### src/rtl/tmds_pkg.sv
// Shared TMDS definitions: period-mode codes, control/guard/TERC4 symbol tables, popcount.
// The TERC4 table only exists when TMDS_TERC4_EN is defined (HDMI build).
package tmds_pkg;

    typedef enum logic [2:0] {
        TMDS_MODE_CTRL   = 3'd0,
        TMDS_MODE_VIDEO  = 3'd1,
        TMDS_MODE_VGUARD = 3'd2,
        TMDS_MODE_DATA   = 3'd3,
        TMDS_MODE_DGUARD = 3'd4
    } tmds_mode_e;

    // Indexed by {C1,C0}
    localparam logic [9:0] CTRL_TOKEN [4] = '{10'h0AB, 10'h354, 10'h0AA, 10'h355};

    localparam logic [9:0] GUARD_SYM_EVEN = 10'h0CD;
    localparam logic [9:0] GUARD_SYM_ODD  = 10'h332;

`ifdef TMDS_TERC4_EN
    localparam logic [9:0] TERC4_TABLE [16] = '{
        10'h0E5, 10'h319, 10'h09D, 10'h11D, 10'h23A, 10'h1E2, 10'h1C6, 10'h0F2,
        10'h0CD, 10'h272, 10'h0E6, 10'h18D, 10'h1C5, 10'h239, 10'h31A, 10'h30D
    };
`endif

    function automatic logic [3:0] n1_count(input logic [7:0] v);
        logic [3:0] n;
        n = '0;
        for (int i = 0; i < 8; i++) begin
            n = n + {3'b000, v[i]};
        end
        return n;
    endfunction

endpackage

### src/rtl/tmds_lane_enc.sv
// One TMDS lane: transition-minimise, DC-balance with running disparity, token mux.
// TMDS_TERC4_EN adds DATA/DGUARD TERC4 symbols; otherwise aux is ignored.
module tmds_lane_enc
    import tmds_pkg::*;
#(
    parameter int LANE = 0
) (
    input  logic       clk,
    input  logic       reset,
    input  logic       load,
    input  tmds_mode_e mode_s2,
    input  tmds_mode_e mode_s4,
    input  logic [7:0] d,
    input  logic [1:0] c,
    input  logic [3:0] aux,
    output logic [9:0] q
);

    logic [7:0]        d_s1_reg, d_s2_reg;
    logic [1:0]        c_s1_reg, c_s2_reg;
    logic [3:0]        n1d_s2_reg;
    logic [8:0]        qm_s3_reg, qm_s4_reg;
    logic [9:0]        token_s3_reg, token_s4_reg;
    logic signed [5:0] diff_s4_reg;
    logic [9:0]        q_reg;
    logic signed [5:0] cnt_reg;

    logic              xnor_sel;
    logic [8:0]        qm_next;
    logic [9:0]        token_next;
    logic signed [5:0] diff_next;
    logic              m8;
    logic [9:0]        q_next;
    logic signed [5:0] cnt_next;

`ifdef TMDS_TERC4_EN
    logic [3:0] aux_s1_reg, aux_s2_reg;

    always_ff @(posedge clk) begin
        aux_s1_reg <= aux;
        aux_s2_reg <= aux_s1_reg;
    end
`else
    logic aux_unused;
    assign aux_unused = ^aux;
`endif

    // Data stages run freely; only the final stage is qualified by the valid pipeline.
    always_ff @(posedge clk) begin
        d_s1_reg     <= d;
        c_s1_reg     <= c;
        d_s2_reg     <= d_s1_reg;
        c_s2_reg     <= c_s1_reg;
        n1d_s2_reg   <= n1_count(d_s1_reg);
        qm_s3_reg    <= qm_next;
        token_s3_reg <= token_next;
        qm_s4_reg    <= qm_s3_reg;
        diff_s4_reg  <= diff_next;
        token_s4_reg <= token_s3_reg;
    end

    always_comb begin
        xnor_sel   = (n1d_s2_reg > 4'd4) || ((n1d_s2_reg == 4'd4) && !d_s2_reg[0]);
        qm_next    = '0;
        qm_next[0] = d_s2_reg[0];
        for (int i = 1; i < 8; i++) begin
            qm_next[i] = xnor_sel ? ~(qm_next[i-1] ^ d_s2_reg[i]) : (qm_next[i-1] ^ d_s2_reg[i]);
        end
        qm_next[8] = ~xnor_sel;
    end

    always_comb begin
        token_next = CTRL_TOKEN[c_s2_reg];
        case (mode_s2)
            TMDS_MODE_VGUARD: token_next = (LANE % 2 == 0) ? GUARD_SYM_EVEN : GUARD_SYM_ODD;
`ifdef TMDS_TERC4_EN
            TMDS_MODE_DATA:   token_next = TERC4_TABLE[aux_s2_reg];
            TMDS_MODE_DGUARD: token_next = (LANE == 0) ? TERC4_TABLE[{2'b11, c_s2_reg}] : GUARD_SYM_ODD;
`endif
            default: ;
        endcase
    end

    // N1 - N0 of q_m[7:0], i.e. 2*N1 - 8
    assign diff_next = $signed({1'b0, n1_count(qm_s3_reg[7:0]), 1'b0}) - 6'sd8;

    assign m8 = qm_s4_reg[8];

    always_comb begin
        q_next   = token_s4_reg;
        cnt_next = '0;
        if (mode_s4 == TMDS_MODE_VIDEO) begin
            if ((cnt_reg == 0) || (diff_s4_reg == 0)) begin
                q_next   = {~m8, m8, m8 ? qm_s4_reg[7:0] : ~qm_s4_reg[7:0]};
                cnt_next = m8 ? (cnt_reg + diff_s4_reg) : (cnt_reg - diff_s4_reg);
            end else if (((cnt_reg > 0) && (diff_s4_reg > 0)) ||
                         ((cnt_reg < 0) && (diff_s4_reg < 0))) begin
                q_next   = {1'b1, m8, ~qm_s4_reg[7:0]};
                cnt_next = cnt_reg + (m8 ? 6'sd2 : 6'sd0) - diff_s4_reg;
            end else begin
                q_next   = {1'b0, m8, qm_s4_reg[7:0]};
                cnt_next = cnt_reg - (m8 ? 6'sd0 : 6'sd2) + diff_s4_reg;
            end
        end
    end

    always_ff @(posedge clk) begin
        if (reset) begin
            q_reg   <= '0;
            cnt_reg <= '0;
        end else if (load) begin
            q_reg   <= q_next;
            cnt_reg <= cnt_next;
        end
    end

    assign q = q_reg;

endmodule

### src/rtl/tmds_encoder_mc.sv
// Multi-channel TMDS encoder: shared strobe/mode pipeline plus one tmds_lane_enc per lane.
// Define TMDS_TERC4_EN for the HDMI build (DATA/DGUARD); otherwise modes 3/4 encode as CTRL.
module tmds_encoder_mc
    import tmds_pkg::*;
#(
    parameter int CHANNELS = 3
) (
    input  logic                    clk,
    input  logic                    reset,
    input  logic                    pixel_stb,
    input  logic [2:0]              mode,
    input  logic [8*CHANNELS-1:0]   d,
    input  logic [2*CHANNELS-1:0]   c,
    input  logic [4*CHANNELS-1:0]   aux,
    output logic [10*CHANNELS-1:0]  q_out,
    output logic                    q_stb
);

    logic [3:0] vld_reg;
    logic       q_stb_reg;
    tmds_mode_e mode_s1_reg, mode_s2_reg, mode_s3_reg, mode_s4_reg;

    function automatic tmds_mode_e mode_decode(input logic [2:0] m);
        case (m)
            3'd1:    return TMDS_MODE_VIDEO;
            3'd2:    return TMDS_MODE_VGUARD;
`ifdef TMDS_TERC4_EN
            3'd3:    return TMDS_MODE_DATA;
            3'd4:    return TMDS_MODE_DGUARD;
`endif
            default: return TMDS_MODE_CTRL;
        endcase
    endfunction

    // Reset clears the valids, so in-flight samples never reach the lane outputs.
    always_ff @(posedge clk) begin
        if (reset) begin
            vld_reg   <= '0;
            q_stb_reg <= 1'b0;
        end else begin
            vld_reg   <= {vld_reg[2:0], pixel_stb};
            q_stb_reg <= vld_reg[3];
        end
    end

    always_ff @(posedge clk) begin
        mode_s1_reg <= mode_decode(mode);
        mode_s2_reg <= mode_s1_reg;
        mode_s3_reg <= mode_s2_reg;
        mode_s4_reg <= mode_s3_reg;
    end

    generate
        for (genvar gi = 0; gi < CHANNELS; gi++) begin : gen_lane
            tmds_lane_enc #(
                .LANE (gi)
            ) u_lane (
                .clk     (clk),
                .reset   (reset),
                .load    (vld_reg[3]),
                .mode_s2 (mode_s2_reg),
                .mode_s4 (mode_s4_reg),
                .d       (d[8*gi +: 8]),
                .c       (c[2*gi +: 2]),
                .aux     (aux[4*gi +: 4]),
                .q       (q_out[10*gi +: 10])
            );
        end
    endgenerate

    assign q_stb = q_stb_reg;

endmodule
### config.mk
export PLATFORM = sky130hd
export DESIGN_NAME = tmds_encoder_mc
export DESIGN_NICKNAME = d
export VERILOG_FILES = /design/src/rtl/tmds_pkg.sv /design/src/rtl/tmds_lane_enc.sv /design/src/rtl/tmds_encoder_mc.sv
export SDC_FILE = /design/constraint.sdc
export NUM_CORES = 1
export LEC_CHECK = 0
export CAP_MARGIN = 10
export CORE_UTILIZATION = 35
export DETAILED_ROUTE_END_ITERATION = 10
export PLACE_DENSITY_LB_ADDON = 0.3
export SLEW_MARGIN = 30
export SYNTH_ARGS = -nofsm -noshare
export SYNTH_HDL_FRONTEND = slang
export SYNTH_SLANG_ARGS = --single-unit
### constraint.sdc
create_clock -name clk -period 8.95 [get_ports clk]
set_input_delay 0.895 -clock clk [delete_from_list [all_inputs] [get_ports clk]]
set_output_delay 0.895 -clock clk [all_outputs]
set_load 0.005 [all_outputs]
---- Word level (Yosys, flattened, before mapping) ----
Index checks and enable logic that the tools add are counted.
operators by class
  add/sub/neg operators ................... 63
  $lt $le $gt $ge ......................... 18
  equal/unequal tests ..................... 7
  mux-type cells .......................... 61
  bitwise logic cells ..................... 54
  reductions and logical operators ........ 27
operators by type and width
  operator               count
  $logic_not A32 Y1      6
  $mux W10               15
  $add A4 B1 Y4          36
  $mux W6                12
  $bmux W10 S2           3
  $add A6 B6 Y6          6
  $gt A6 B1 Y1 const B   6
  $lt A6 B1 Y1 const B   6
  $sub A6 B6 Y6          6
  $not A1 Y1             27
  $mux W8                3
  $not A8 Y8             3
  $mux W1                21
  $xor A1 B1 Y1          21
  $add A6 B3 Y6          3
  $sub A5 B4 Y6 const B  3
  $sub A6 B3 Y6          3
  $add A1 B1 Y2          6
  $eq A4 B3 Y1 const B   3
  $gt A4 B3 Y1 const B   3
  $mux W2                6
  $ge A3 B3 Y1 const B   3
  $logic_and A1 B1 Y1    9
  $logic_or A1 B1 Y1     9
  other kinds (5)        11
word-level totals
  register bits after elaboration ......... 269
  input bits .............................. 48
  output and inout port bits .............. 31
  word-level logic and storage cells ...... 272

---- Longest topological paths before layout ----
  depth after elaboration ................. 22
  mapped depth ............................ 10
  depth with buffers taken out ............ 10

---- Cells and area by module ----
From an unflattened synthesis, not the netlist that was laid out.
unflattened totals
  cells, all modules ...................... 909
  area total of the unflattened synthesis .. 9,730.6 um^2
by module, submodules not included
  module                                   times used  cells each  area each (um^2)  seq. area each (um^2)
  tmds_lane_enc at gen_lane[0].u_lane ...  2           296         3,143.0           1,441.4
  tmds_lane_enc at gen_lane[1].u_lane      1           296         3,134.3           1,441.4
  tmds_encoder_mc                          1           21          310.3             260.2

---- Worst setup path after synthesis ----
No wires, ideal clock.
  path kind ............................... register to register
  start ................................... register gen_lane[1].u_lane.qm_s3_reg[0]
  end ..................................... register gen_lane[1].u_lane.diff_s4_reg[4]
  library setup time ...................... 0.109 ns
  arrival ................................. 2.778 ns
  data required time ...................... 8.841 ns
  setup slack ............................. 6.064 ns
  cell stages (with the launch flop) ...... 10
  path buffers ............................ 0
  clock period less this slack ............ 2.886 ns
  path through ............................ dfxtp_1 > ha_1 > inv_1 > fa_1 > fa_1 > fa_1 > fa_1 > xor2_1 > ha_1 > inv_1
on the way
  cells in the longest elaborated chain, start to end .. 8
RTL lines
  what                                       RTL line             text
  start: declaration                         tmds_lane_enc.sv:22  logic [8:0] qm_s3_reg, qm_s4_reg;
  start signal: assignment                   tmds_lane_enc.sv:55  qm_s3_reg <= qm_next;
  $add A1 B1 Y2                              tmds_pkg.sv:30       n = n + {3'b000, v[i]};
  $add A4 B1 Y4 (6 in a row)                 tmds_pkg.sv:30
  $sub A5 B4 Y6                              tmds_lane_enc.sv:85  assign diff_next = $signed({1'b0, n1_count(qm_s3_reg[7:0]), 1'b0}) - 6'sd8;
  named net gen_lane[1].u_lane.diff_next[4]  tmds_lane_enc.sv:31  logic signed [5:0] diff_next;
  end signal: assignment                     tmds_lane_enc.sv:58  diff_s4_reg <= diff_next;
  end: declaration                           tmds_lane_enc.sv:24  logic signed [5:0] diff_s4_reg;
The timed path passes the listed nets, and every way through them passes these cells.
A chain may end at the register's enable or synchronous reset.

---- Final worst setup path ----
Same ends and word-level chain as after synthesis.

==> metrics.md <==
| Metric | Value |
|---|---|
| ANT cells | 0 |
| Main synth FF type | dfxtp_1 |
| Ratio of cells with drive above 1 in the final layout | 0.05763 |
| DR vias | 5704 |
| Sequential share of power | 0.352 |
| Die height | around 170 um |
| Synth Instances | 895 |
| Worst R2R Path Depth | 9 |
| Hold_buf cts | 0 |
| Setup-failing EPs final | 0 |
| Largest net degree at the start of global routing | 44 |
| Setup crit start kind | flop |
| Cts bufs inserted | 23 |
| Crit-path cells | ha_1, inv_1, fa_1, fa_1, fa_1, fa_1, xor2_1, ha_1, inv_1 |
| Synthesized area | 9728 um2 |
| Initial antenna violation count | 0 |
| FP Rows | 60 |
| Required time worst endpoint | around 9.3 ns |
| Kind of critical path | flop to flop |
| CTS tree | built |
| Combinational Power Share | 0.404 |
| Clock Skew | 0.008886 ns |
| Die area | around 28000 um2 |
| Average size of a mapped cell | 10.87 um2 |
| Sequential share of the synthesized area | 0.4713 |
| DRC violations left | 0 |
| Cell mode on critical path | fa_1 |
| Post-Place Cells | around 1300 |
| Routability cong. | approximately 0.78 |
| Sw Share | 0.3348 |
| Final ANT Viol Nets | 0 |
| Global-route wire length before repair | ~28 mm |
| Arrival @ worst endpoint | ~3.4 ns |
| CP Launch Point | gen_lane[1].u_lane.qm_s3_reg[0] |
| Util after Layout | 0.4261 |
| P per Cell Area | around 320 nW/um2 |
| All-Layer GR Usage | 0.1215 |
| HP Class | flop to flop |
| H-tree levels | 1 |
| Sink Count | 229 |
| Mapped Nets | 1066 |
| Synth top area share | 0.4713 |
| Pint | roughly 2.5 mW |
| Max VDD drop | 0.0001531 V |
| WP buf/inv | 2 |
| Slowest CP cell | fa_1 |
| DRT Wirelength | ~17 mm |
| Async set-reset flop share out of synthesis | 0 |
| Post-synth EDFFs | 0 |
| Fin Setup TNS | 0 ns |
| Leak | ~5.2 nW |
| First-pass detailed-route iteration total | 4 |
| Core region area | 27100 um2 |
| Longest Clk Path Bufs | 3 |
| RSZ-0062 raised after global routing | no |
| Setup bufs post-CTS | 0 |
| Number of global-route vias before repair | around 5600 |
| Top post-synthesis cells by area | dfxtp_1 (47%), ha_1 (11%), fa_1 (8.0%) |
| Area grow syn2layout | 18.70% |
| 1st-iter DRT viols | between 100 and 150 |
| Worst hold path stage count | 0 |
| Warnings from Yosys | 0 |
| Netlist cell types | 35 |
| Worst slew margin | 0.5658 |
| Worst reg2reg setup slack | slightly below 6 ns |
| Crit end category | flop |
| Worst-Margin Slew | ~0.65 ns |
| Chip width | ~170 um |
| Worst-Skew Late Latency | roughly 0.50 ns |
| #FFs+latches synth | roughly 230 |
| Switch Pwr | approximately 1.2 mW |
| Layout Nets | 1145 |
| Yosys top cell by area | dfxtp_1 |
| Delay of the slowest critical-path stage | just under 0.5 ns |
| Via/cell ratio | roughly 4.2 |
| DR WL/cell | 12.21 um |
| Max Fclk | ~330 MHz |
| Clk root buf | clkbuf_16 |
| Initial Util | 0.3590 |
| Final Slew Violations | 0 |
| R2r endpoint | gen_lane[1].u_lane.diff_s4_reg[4] |
| Layout fillers | about 2600 |
| Crit. path cell count | 9 |
| HP Start | gen_lane[2].u_lane.token_s3_reg[6] |
| Max reg flops | 30 |
| Port buffer count | between 60 and 70 |
| Remaining global-route overflow | 0 |
| Hold Violations, Final | 0 |
| Clock transition at path regs | around 0.060 ns |
| Clock power frac | 0.244 |
| Hold Path Sink | gen_lane[2].u_lane.token_s4_reg[6] |
| Top-level port count | 79 |
| Max-cap violations | 0 |
| Minimum clock period | 3.005 ns |
| Crit path max fanout | 2 |
| Status | finished clean |
| Power, Total | around 3.7 mW |
| CP top delay family | adder cells |
| Crit Reg-Reg Startpoint | gen_lane[1].u_lane.qm_s3_reg[0] |
| Post-cts resize count | 0 |
| Dpl hpwl | 12.50 mm |
| Post-Layout Cell Count | between 1000 and 1500 |
| Period Utilization, post-route | 0.3357 |
placed cells by master, fill, tap and decap left out, types with 4 or more instances in the layout:
cell type	Yosys	final
o21ai_1	5	5
fa_1	39	39
xnor2_1	88	88
nor2_1	26	26
xor2_1	30	30
clkdlybuf4s50_1	0	66
dfxtp_1	229	229
a21o_1	18	18
clkbuf_16	0	23
a211oi_1	6	6
o21ai_0	16	16
nor2b_1	36	36
nand2_1	25	25
nand2b_1	4	4
buf_4	0	6
clkbuf_1	15	4
clkinv_2	0	5
ha_1	84	84
a21oi_1	56	56
o22ai_1	21	21
mux2i_1	9	9
inv_1	142	142
synthesized netlist by cell type (all sizes together), types with 2 or more instances:
library cell,number
nor3b,2
a221oi,3
a22o,3
mux2i,12
a32oi,3
nand2b,4
a211oi,6
dfxtp,229
o21ai,21
nand2,25
mux2,3
a21oi,56
a21o,18
a31oi,6
xor2,30
nor2,26
nor2b,36
o22ai,21
nand3,3
or4,3
inv,142
o21bai,3
xnor2,88
clkbuf,15
fa,39
ha,84
o31ai,3
a22oi,3
a211o,3
buf,3
worst max-delay path by stage:
stage / to / slack [ns]
4_1_cts: gen_lane[1].u_lane.diff_s4_reg[4] / 5.93
6_report: gen_lane[1].u_lane.diff_s4_reg[4] / 5.95
2_1_floorplan: gen_lane[1].u_lane.diff_s4_reg[4] / 6.06
3_5_place_dp: gen_lane[2].u_lane.cnt_reg[5] / 5.77
5_1_grt: gen_lane[1].u_lane.diff_s4_reg[4] / 5.81
3_3_place_gp: gen_lane[1].u_lane.cnt_reg[5] / 5.81
power groups by stage:
stage               sequential, mW  combinational (mW)  clock, mW
finish                        1.30                1.50      0.903
global route                  1.32                1.73      0.976
CTS                           1.30                1.52      0.929
detailed placement            1.33                1.51          0
global placement              1.32                1.48          0
floorplan                     1.30                1.22          0
metal layers:
metal	routed length [um]	up-vias	GRT usage
met5	0	-	0
met1	7825	2575	0.1582
met4	288	0	0.03123
li1	-	3017	-
met3	638	21	0.01754
met2	7864	91	0.2102
through the flow:
step	instance area [um2]	hold slack [ns]	setup slack, ns
4_1_cts	11550	0.3236	5.928
6_report	11550	0.3227	5.945
5_1_grt	11550	0.3237	5.810
2_1_floorplan	9728	0.3096	6.064
3_3_place_gp	10830	0.3107	5.815
3_5_place_dp	10830	0.3121	5.771
cell type report:
type / count / area, um2 / share of cell area
inverter: 142 / 533.0 / 0.04616
sequential: 229 / 4584 / 0.3970
clock inverter: 10 / 87.58 / 0.007585
clock buffer: 30 / 631.9 / 0.05472
multi-input combinational: 506 / 4539 / 0.3931
timing repair buffer: 72 / 705.7 / 0.06111
tap: 372 / 465.4 / 0.04031
cells by family (layout without fill, tap and decap cells):
logic type      count (synthesis)  after routing  synth area share
flops                         229            229            0.4713
buf+inv                       160            254           0.06212
compound gates                150            150           0.09981
fa+ha+maj                     123            123            0.1883
xor+xnor                      118            118            0.1062
simple gates                  100            100           0.05260
mux                            15             15           0.01968
(Power assumes the default switching activity.)
